===== config.mk =====
export PLATFORM = sky130hd
export DESIGN_NAME = comp_nbit_seq
export DESIGN_NICKNAME = d
export VERILOG_FILES = /design/src/rtl/comp_nbit_seq.sv
export SDC_FILE = /design/constraint.sdc
export NUM_CORES = 1
export LEC_CHECK = 0
export ABC_AREA = 1
export CAP_MARGIN = 20
export CORE_MARGIN = 2
export CORE_UTILIZATION = 52
export DETAILED_ROUTE_END_ITERATION = 6
export GPL_TIMING_DRIVEN = 0
export PLACE_DENSITY = 0.87
export SLEW_MARGIN = 10
export SYNTH_ARGS = -nofsm -noshare
export SYNTH_HDL_FRONTEND = slang
export SYNTH_SLANG_ARGS = --single-unit

===== constraint.sdc =====
create_clock -name clk -period 1.74 [get_ports clk]
set_clock_uncertainty 0.05 [all_clocks]
set_input_delay 0.174 -clock clk [delete_from_list [all_inputs] [get_ports clk]]
set_output_delay 0.174 -clock clk [all_outputs]
set_load 0.1 [all_outputs]

===== src/rtl/comp_nbit_seq.sv =====
// Multi-cycle MSB-first magnitude comparator with signed mode, optional early exit and start/busy/done handshake.
// Latency: first differing slice index (EARLY_EXIT=1) or WIDTH/DIGIT cycles; start ignored while busy.
module comp_nbit_seq #(
  parameter int WIDTH      = 16,
  parameter int DIGIT      = 2,
  parameter bit EARLY_EXIT = 1'b1
) (
  input  logic                                clk,
  input  logic                                rst,
  input  logic                                start,
  input  logic                                signed_mode,
  input  logic [WIDTH-1:0]                    a,
  input  logic [WIDTH-1:0]                    b,
  output logic                                busy,
  output logic                                done,
  output logic                                alb,
  output logic                                aeb,
  output logic                                agb,
  output logic [$clog2(WIDTH/DIGIT+1)-1:0]    slices
);

  localparam int NSL = WIDTH / DIGIT;
  localparam int CW  = $clog2(NSL + 1);
  localparam logic [WIDTH-1:0] MSB_MASK = {1'b1, {(WIDTH-1){1'b0}}};
  localparam logic [CW-1:0]    LAST_CNT = CW'(NSL - 1);

  typedef enum logic [1:0] {IDLE, RUN, DONE} state_t;

  state_t           state_q;
  logic [WIDTH-1:0] sa_q, sb_q;
  logic [CW-1:0]    cnt_q, slices_q;
  logic             busy_q, done_q, alb_q, aeb_q, agb_q;
  logic             dec_q, lt_q, gt_q;

  logic [DIGIT-1:0] top_a, top_b;
  logic             slice_lt, slice_gt, slice_ne, last_slice;
  logic             fin_lt, fin_gt;
  logic [CW-1:0]    cnt_d;
  logic [WIDTH-1:0] cap_a_d, cap_b_d;

  // Flipping the sign bit maps two's-complement order onto unsigned order.
  always_comb begin
    top_a      = sa_q[WIDTH-1 -: DIGIT];
    top_b      = sb_q[WIDTH-1 -: DIGIT];
    slice_lt   = top_a < top_b;
    slice_gt   = top_a > top_b;
    slice_ne   = top_a != top_b;
    cnt_d      = cnt_q + 1'b1;
    last_slice = cnt_q == LAST_CNT;
    fin_lt     = dec_q ? lt_q : slice_lt;
    fin_gt     = dec_q ? gt_q : slice_gt;
    cap_a_d    = a ^ (signed_mode ? MSB_MASK : '0);
    cap_b_d    = b ^ (signed_mode ? MSB_MASK : '0);
  end

  always_ff @(posedge clk) begin
    if (rst) begin
      state_q  <= IDLE;
      sa_q     <= '0;
      sb_q     <= '0;
      cnt_q    <= '0;
      slices_q <= '0;
      busy_q   <= 1'b0;
      done_q   <= 1'b0;
      alb_q    <= 1'b0;
      aeb_q    <= 1'b0;
      agb_q    <= 1'b0;
      dec_q    <= 1'b0;
      lt_q     <= 1'b0;
      gt_q     <= 1'b0;
    end else begin
      case (state_q)
        IDLE, DONE: begin
          done_q <= 1'b0;
          if (start) begin
            sa_q    <= cap_a_d;
            sb_q    <= cap_b_d;
            cnt_q   <= '0;
            dec_q   <= 1'b0;
            lt_q    <= 1'b0;
            gt_q    <= 1'b0;
            busy_q  <= 1'b1;
            state_q <= RUN;
          end else begin
            state_q <= IDLE;
          end
        end
        RUN: begin
          cnt_q <= cnt_d;
          sa_q  <= sa_q << DIGIT;
          sb_q  <= sb_q << DIGIT;
          if (slice_ne && !dec_q) begin
            dec_q <= 1'b1;
            lt_q  <= slice_lt;
            gt_q  <= slice_gt;
          end
          // Result flags and slice count only move here, so they hold across a new start.
          if ((EARLY_EXIT && slice_ne) || last_slice) begin
            state_q  <= DONE;
            busy_q   <= 1'b0;
            done_q   <= 1'b1;
            alb_q    <= fin_lt;
            agb_q    <= fin_gt;
            aeb_q    <= !(dec_q || slice_ne);
            slices_q <= cnt_d;
          end
        end
        default: state_q <= IDLE;
      endcase
    end
  end

  assign busy   = busy_q;
  assign done   = done_q;
  assign alb    = alb_q;
  assign aeb    = aeb_q;
  assign agb    = agb_q;
  assign slices = slices_q;

endmodule


# After elaboration in Yosys (flattened, before gate mapping)
# Index checks and enable logic that the tools add are counted.
[op_classes]
addsub = 1
order_cmp = 2
n_eq_ne = 7
muxes = 24
bitwise = 2
reduce_logical = 13
[ops]
columns = ["op", "count"]
rows = [
  ["$pmux 16 s2", 2],
  ["$mux 16", 3],
  ["$xor 16x16->16", 2],
  ["$mux 1", 10],
  ["$pmux 1 s2", 5],
  ["$pmux 4 s2", 1],
  ["$ne 2x2->1 const B", 3],
  ["$reduce_and 2->1", 3],
  ["$reduce_and 3->1", 2],
  ["$add 4x1->4 const B", 1],
  ["$eq 4x3->1 const B", 1],
  ["$mux 4", 1],
  ["$pmux 2 s2", 1],
  ["$eq 2x1->1 const B", 1],
  ["$eq 2x2->1 const B", 1],
  ["$gt 2x2->1", 1],
  ["$logic_not 1->1", 2],
  ["$logic_not 2->1", 1],
  ["$logic_or 1x1->1", 2],
  ["$lt 2x2->1", 1],
  ["$mux 2", 1],
  ["$ne 2x2->1", 1],
  ["$reduce_bool 2->1", 1],
  ["$reduce_or 2->1", 1],
  ["$logic_and 1x1->1", 1],
]
[word_totals]
reg_bits = 50
out_inout_bits = 9
word_cells = 62

# Depth between registers and ports, before layout
[depth]
depth_word = 4
depth_mapped = 9

# Worst setup path before layout
# Ideal clock, no wire load.
[synth_path]
kind = "register to register"
startpoint = "register sa_q[14]"
endpoint = "register slices_q[1], in the netlist slices[1]"
setup_time_ns = 0.074
t_arrival_ns = 1.234
required_ns = 1.616
slack_ns = 0.382
path_stages_with_launch = 9
synth_period_minus_slack_ns = 1.358
path_cell_list = "dfxtp_1 -> inv_1 -> ha_1 -> nand2_1 -> inv_1 -> nand2_2 -> nand2_2 -> nand2_1 -> a21oi_1"
[synth_via]
elab_chain_cells = 3
[synth_rtl]
columns = ["element", "line", "text"]
rows = [
  ["from (decl)", "30", "logic [WIDTH-1:0] sa_q, sb_q;"],
  ["from (signal assigned)", "76", "sa_q <= cap_a_d;"],
  ["from (signal assigned)", "90", "sa_q <= sa_q << DIGIT;"],
  ["$ne 2x2->1", "47", "slice_ne = top_a != top_b;"],
  ["$logic_or 1x1->1", "98", "if ((EARLY_EXIT && slice_ne) || last_slice) begin"],
  ["$reduce_and 2->1 (no source line)", "n/a", ""],
  ["to (signal assigned)", "105", "slices_q <= cnt_d;"],
  ["to (decl)", "31", "logic [CW-1:0] cnt_q, slices_q;"],
]
# Every way passes these cells.
# A chain may end at the register's enable or synchronous reset.

# Worst setup path after layout
[layout_path]
startpoint = "register slices_q[3], in the netlist slices[3]"
endpoint = "output slices[3]"
[layout_rtl]
columns = ["element", "line", "text"]
rows = [
  ["to (decl)", "19", "output logic [$clog2(WIDTH/DIGIT+1)-1:0] slices"],
]
# No word-level cell between the ends.

==> impl_results.md <==
* I/O pins at 45
* Period utilization at between 90% and 100%
* Number of global-route vias before repair at between 1500 and 2000
* Leak Pwr at 1.089 nW
* Mapped cell area at about 2400 um2
* CP max stage delay at just over 0.8 ns
* Post-Synth Adder-Cell Area at 1.563%
* Max Clk Rate at 0.5880 GHz
* Power Density at ~920 nW/um2
* Post-synth top area share at 41.67%
* Setup Slack @ Placement at 0.06102 ns
* CP startpoint kind: flip-flop
* Post-route antenna net violation count at 0
* Final Max Tran Viols at 0
* Vias per cell at 5.267
* Initial Util at 54.42%
* Cell family with most CP delay: buffers and inverters
* First-pass GRT wire length at 8.397 mm
* Yosys Warn Count at 0
* Detailed-route via count at 2033
* Met2 Resource Use GR at 35.29%
* Worst skew pair latency at between 0.3 and 0.4 ns
* Setup TNS at 0 ns
* DR WL/cell at 12.61 um
* Chip width at 71.97 um
* Count leader, synth: nand2_1
* Final Critical Period at 1.701 ns
* Sequential cell area at 1001 um2
* Placed cell count at 379
* Clock-pin slew on the worst setup and hold paths at approximately 0.090 ns
* Area leader, netlist: dfxtp_1
* Multi-input combinational cell area at 1195 um2
* Critical path buffers and inverters at 1
* CP Max Fanout at 2
* Synth Area in Simple Gates at between 20% and 30%
* # setup viols final at 0
* Die H at 71.97 um
* Post CTS Setup Buffer Count at 0
* TritonCTS Buffers at 5
* Gr ovfl total at 0
* Initial drt markers at 137
* Initial antenna violation count at 0
* Final Util at 67.38%
* Synth Instances at 284
* Largest net degree at the start of global routing at 14
* Root buf cell: clkbuf_8
* CTS sink cnt at 50
* Post-synthesis register bit count at 50
* Outcome: completed
* Sequential share of the synthesized area at 41.67%
* Area grow syn2layout at 23.80%
* GRT Max-Usage Layer: met2
* Dominant cells by area after synthesis: dfxtp_1, nand2_1, a31oi_2
* Kind of critical path: flip-flop to output pin
* Hold Crit Class: input pin to flip-flop
* Synth async-reset ratio at 0%
* Max cap viols at 0
* # diodes at 0
* Worst VDD drop at 0.4173 mV
* Arr. time, crit path at 1.48 ns
* # DRC at 0
* Placed Area at 2898 um2
* Slew headroom at 36.44%
* Total power at about 2.7 mW
* Synth cell count leaders: nand2_1, dfxtp_1, nand2_2, a31oi_2, inv_1
* Combinational family with the most area after synthesis: simple AND/OR/NAND/NOR gates
* CTS max path bufs at 2
* Global-route usage over all layers at 20.56%
* # rows at 24
* Worst Path Required at 1.52 ns
* Final WL at 4.866 mm
* CORE AREA at ~4400 um2
* Fin Hold WS at a little over 0.06 ns
* Worst Tran Pin Value at 0.9571 ns
* Fin. Hold Viols at 0
* Fin cells at 386
* Filler cells at between 300 and 400
* Global routing met3 resource utilization at a little under 5%
* RSZ-0062 raised after global routing: false
* Xor-xnor portion of the synthesized cell area at under 10%
* Layout Nets at 373
* R2r setup slk at 0.23 ns
* Hpwl dp at 3.594 mm
* Post-CTS Hold Buffers at 0
* Met1 Track Usage GR at around a quarter
* Critical path's slowest cell: clkdlybuf4s15_1
* Ys flop type: dfxtp_1
* Cell chain of the critical path: clkdlybuf4s15_1
* Synth Net Count at about 320
* Count of buffers from port buffering at 43
* Post-synth EDFFs at 0
* Final Cell Area at ~3000 um2
* Post-synthesis mux area share at 0%
* Final WS setup at approximately 0.04 ns
* TritonRoute pass-1 iters at 4
* CTS tree: built
* Share of cells above drive strength 1 at between 20% and 30%
* Setup crit end kind: output pin
* Avg Cell Area, Syn at between 8 and 9 um2
* Compound-Gate Fraction of Synth Area at between 10% and 20%
* Yosys cell types at 27
* GP Congestion at about 0.79
* H-tree Lvls at 2
* Full die area at 5180 um2
state kept, by name, indices dropped and copies added, names as in the netlist, 2 cells and up:
register / cells
state_q: 2
cnt_q: 4
sa_q: 16
sb_q: 16
slices: 4
area by class of cell:
cell class / instances / area share, %
multi-input combinational: 202 / 40.18
sequential: 50 / 33.66
timing repair buffer: 43 / 14.47
buffer: 14 / 4.333
inverter: 18 / 2.608
clock buffer: 7 / 2.566
tap: 52 / 2.188
where the power goes:
group / internal, mW / switching, mW / total [mW]
combinational: 0.309 / 0.467 / 0.776
sequential: 1.24 / 0.0656 / 1.31
clock: 0.278 / 0.365 / 0.643
total: 1.83 / 0.898 / 2.72
kinds of logic after synthesis:
logic type | count (synthesis)
simple gates | 148
buf+inv | 32
flops | 50
compound gates | 48
xor+xnor | 3
fa+ha+maj | 3
what timing repair did:
action / 4_1_cts / 5_1_grt
setup endpoints to repair: 9 / 9
gates cloned: 0 / 0
gates resized for setup: 9 / 9
routing by layer:
layer | vias up | routed length [um]
met3 | 13 | 222
met1 | 951 | 2157
met4 | 0 | 120
met2 | 54 | 2365
li1 | 1015 | -
met5 | - | 0
worst paths after layout:
path	end	from	cells after the start
setup / recovery	slices[3]	slices[3]	1
hold / removal	state_q[0]	rst	2
setup reg to reg	slices[2]	sb_q[15]	8
hold reg to reg	sa_q[0]	sa_q[0]	2
worst reg2reg max path: cells and delay by family (launching register included):
kind            cells  cell delay, ns
buf+inv             2            0.19
simple gates        4            0.42
compound gates      1            0.14
flops               1            0.34
fa+ha+maj           1            0.30
cell usage in the layout, fill, tap and decap left out, types with 2 or more instances in the layout:
cell type,Yosys,final
clkdlybuf4s50_1,0,34
o21ai_0,2,2
a21oi_2,5,5
clkdlybuf4s15_1,0,9
inv_1,13,13
a31oi_1,2,2
nor2_1,7,7
a21oi_1,12,12
dfxtp_1,50,50
nand3_1,9,9
a31oi_2,24,24
buf_6,3,3
inv_2,2,2
clkbuf_1,4,6
buf_12,3,3
xor2_1,3,3
ha_1,3,3
nand2_2,32,32
nand2_4,2,2
nand2_1,96,96
buf_2,4,4
clkbuf_8,0,5
Note: power is estimated with default switching activity, not from simulation.
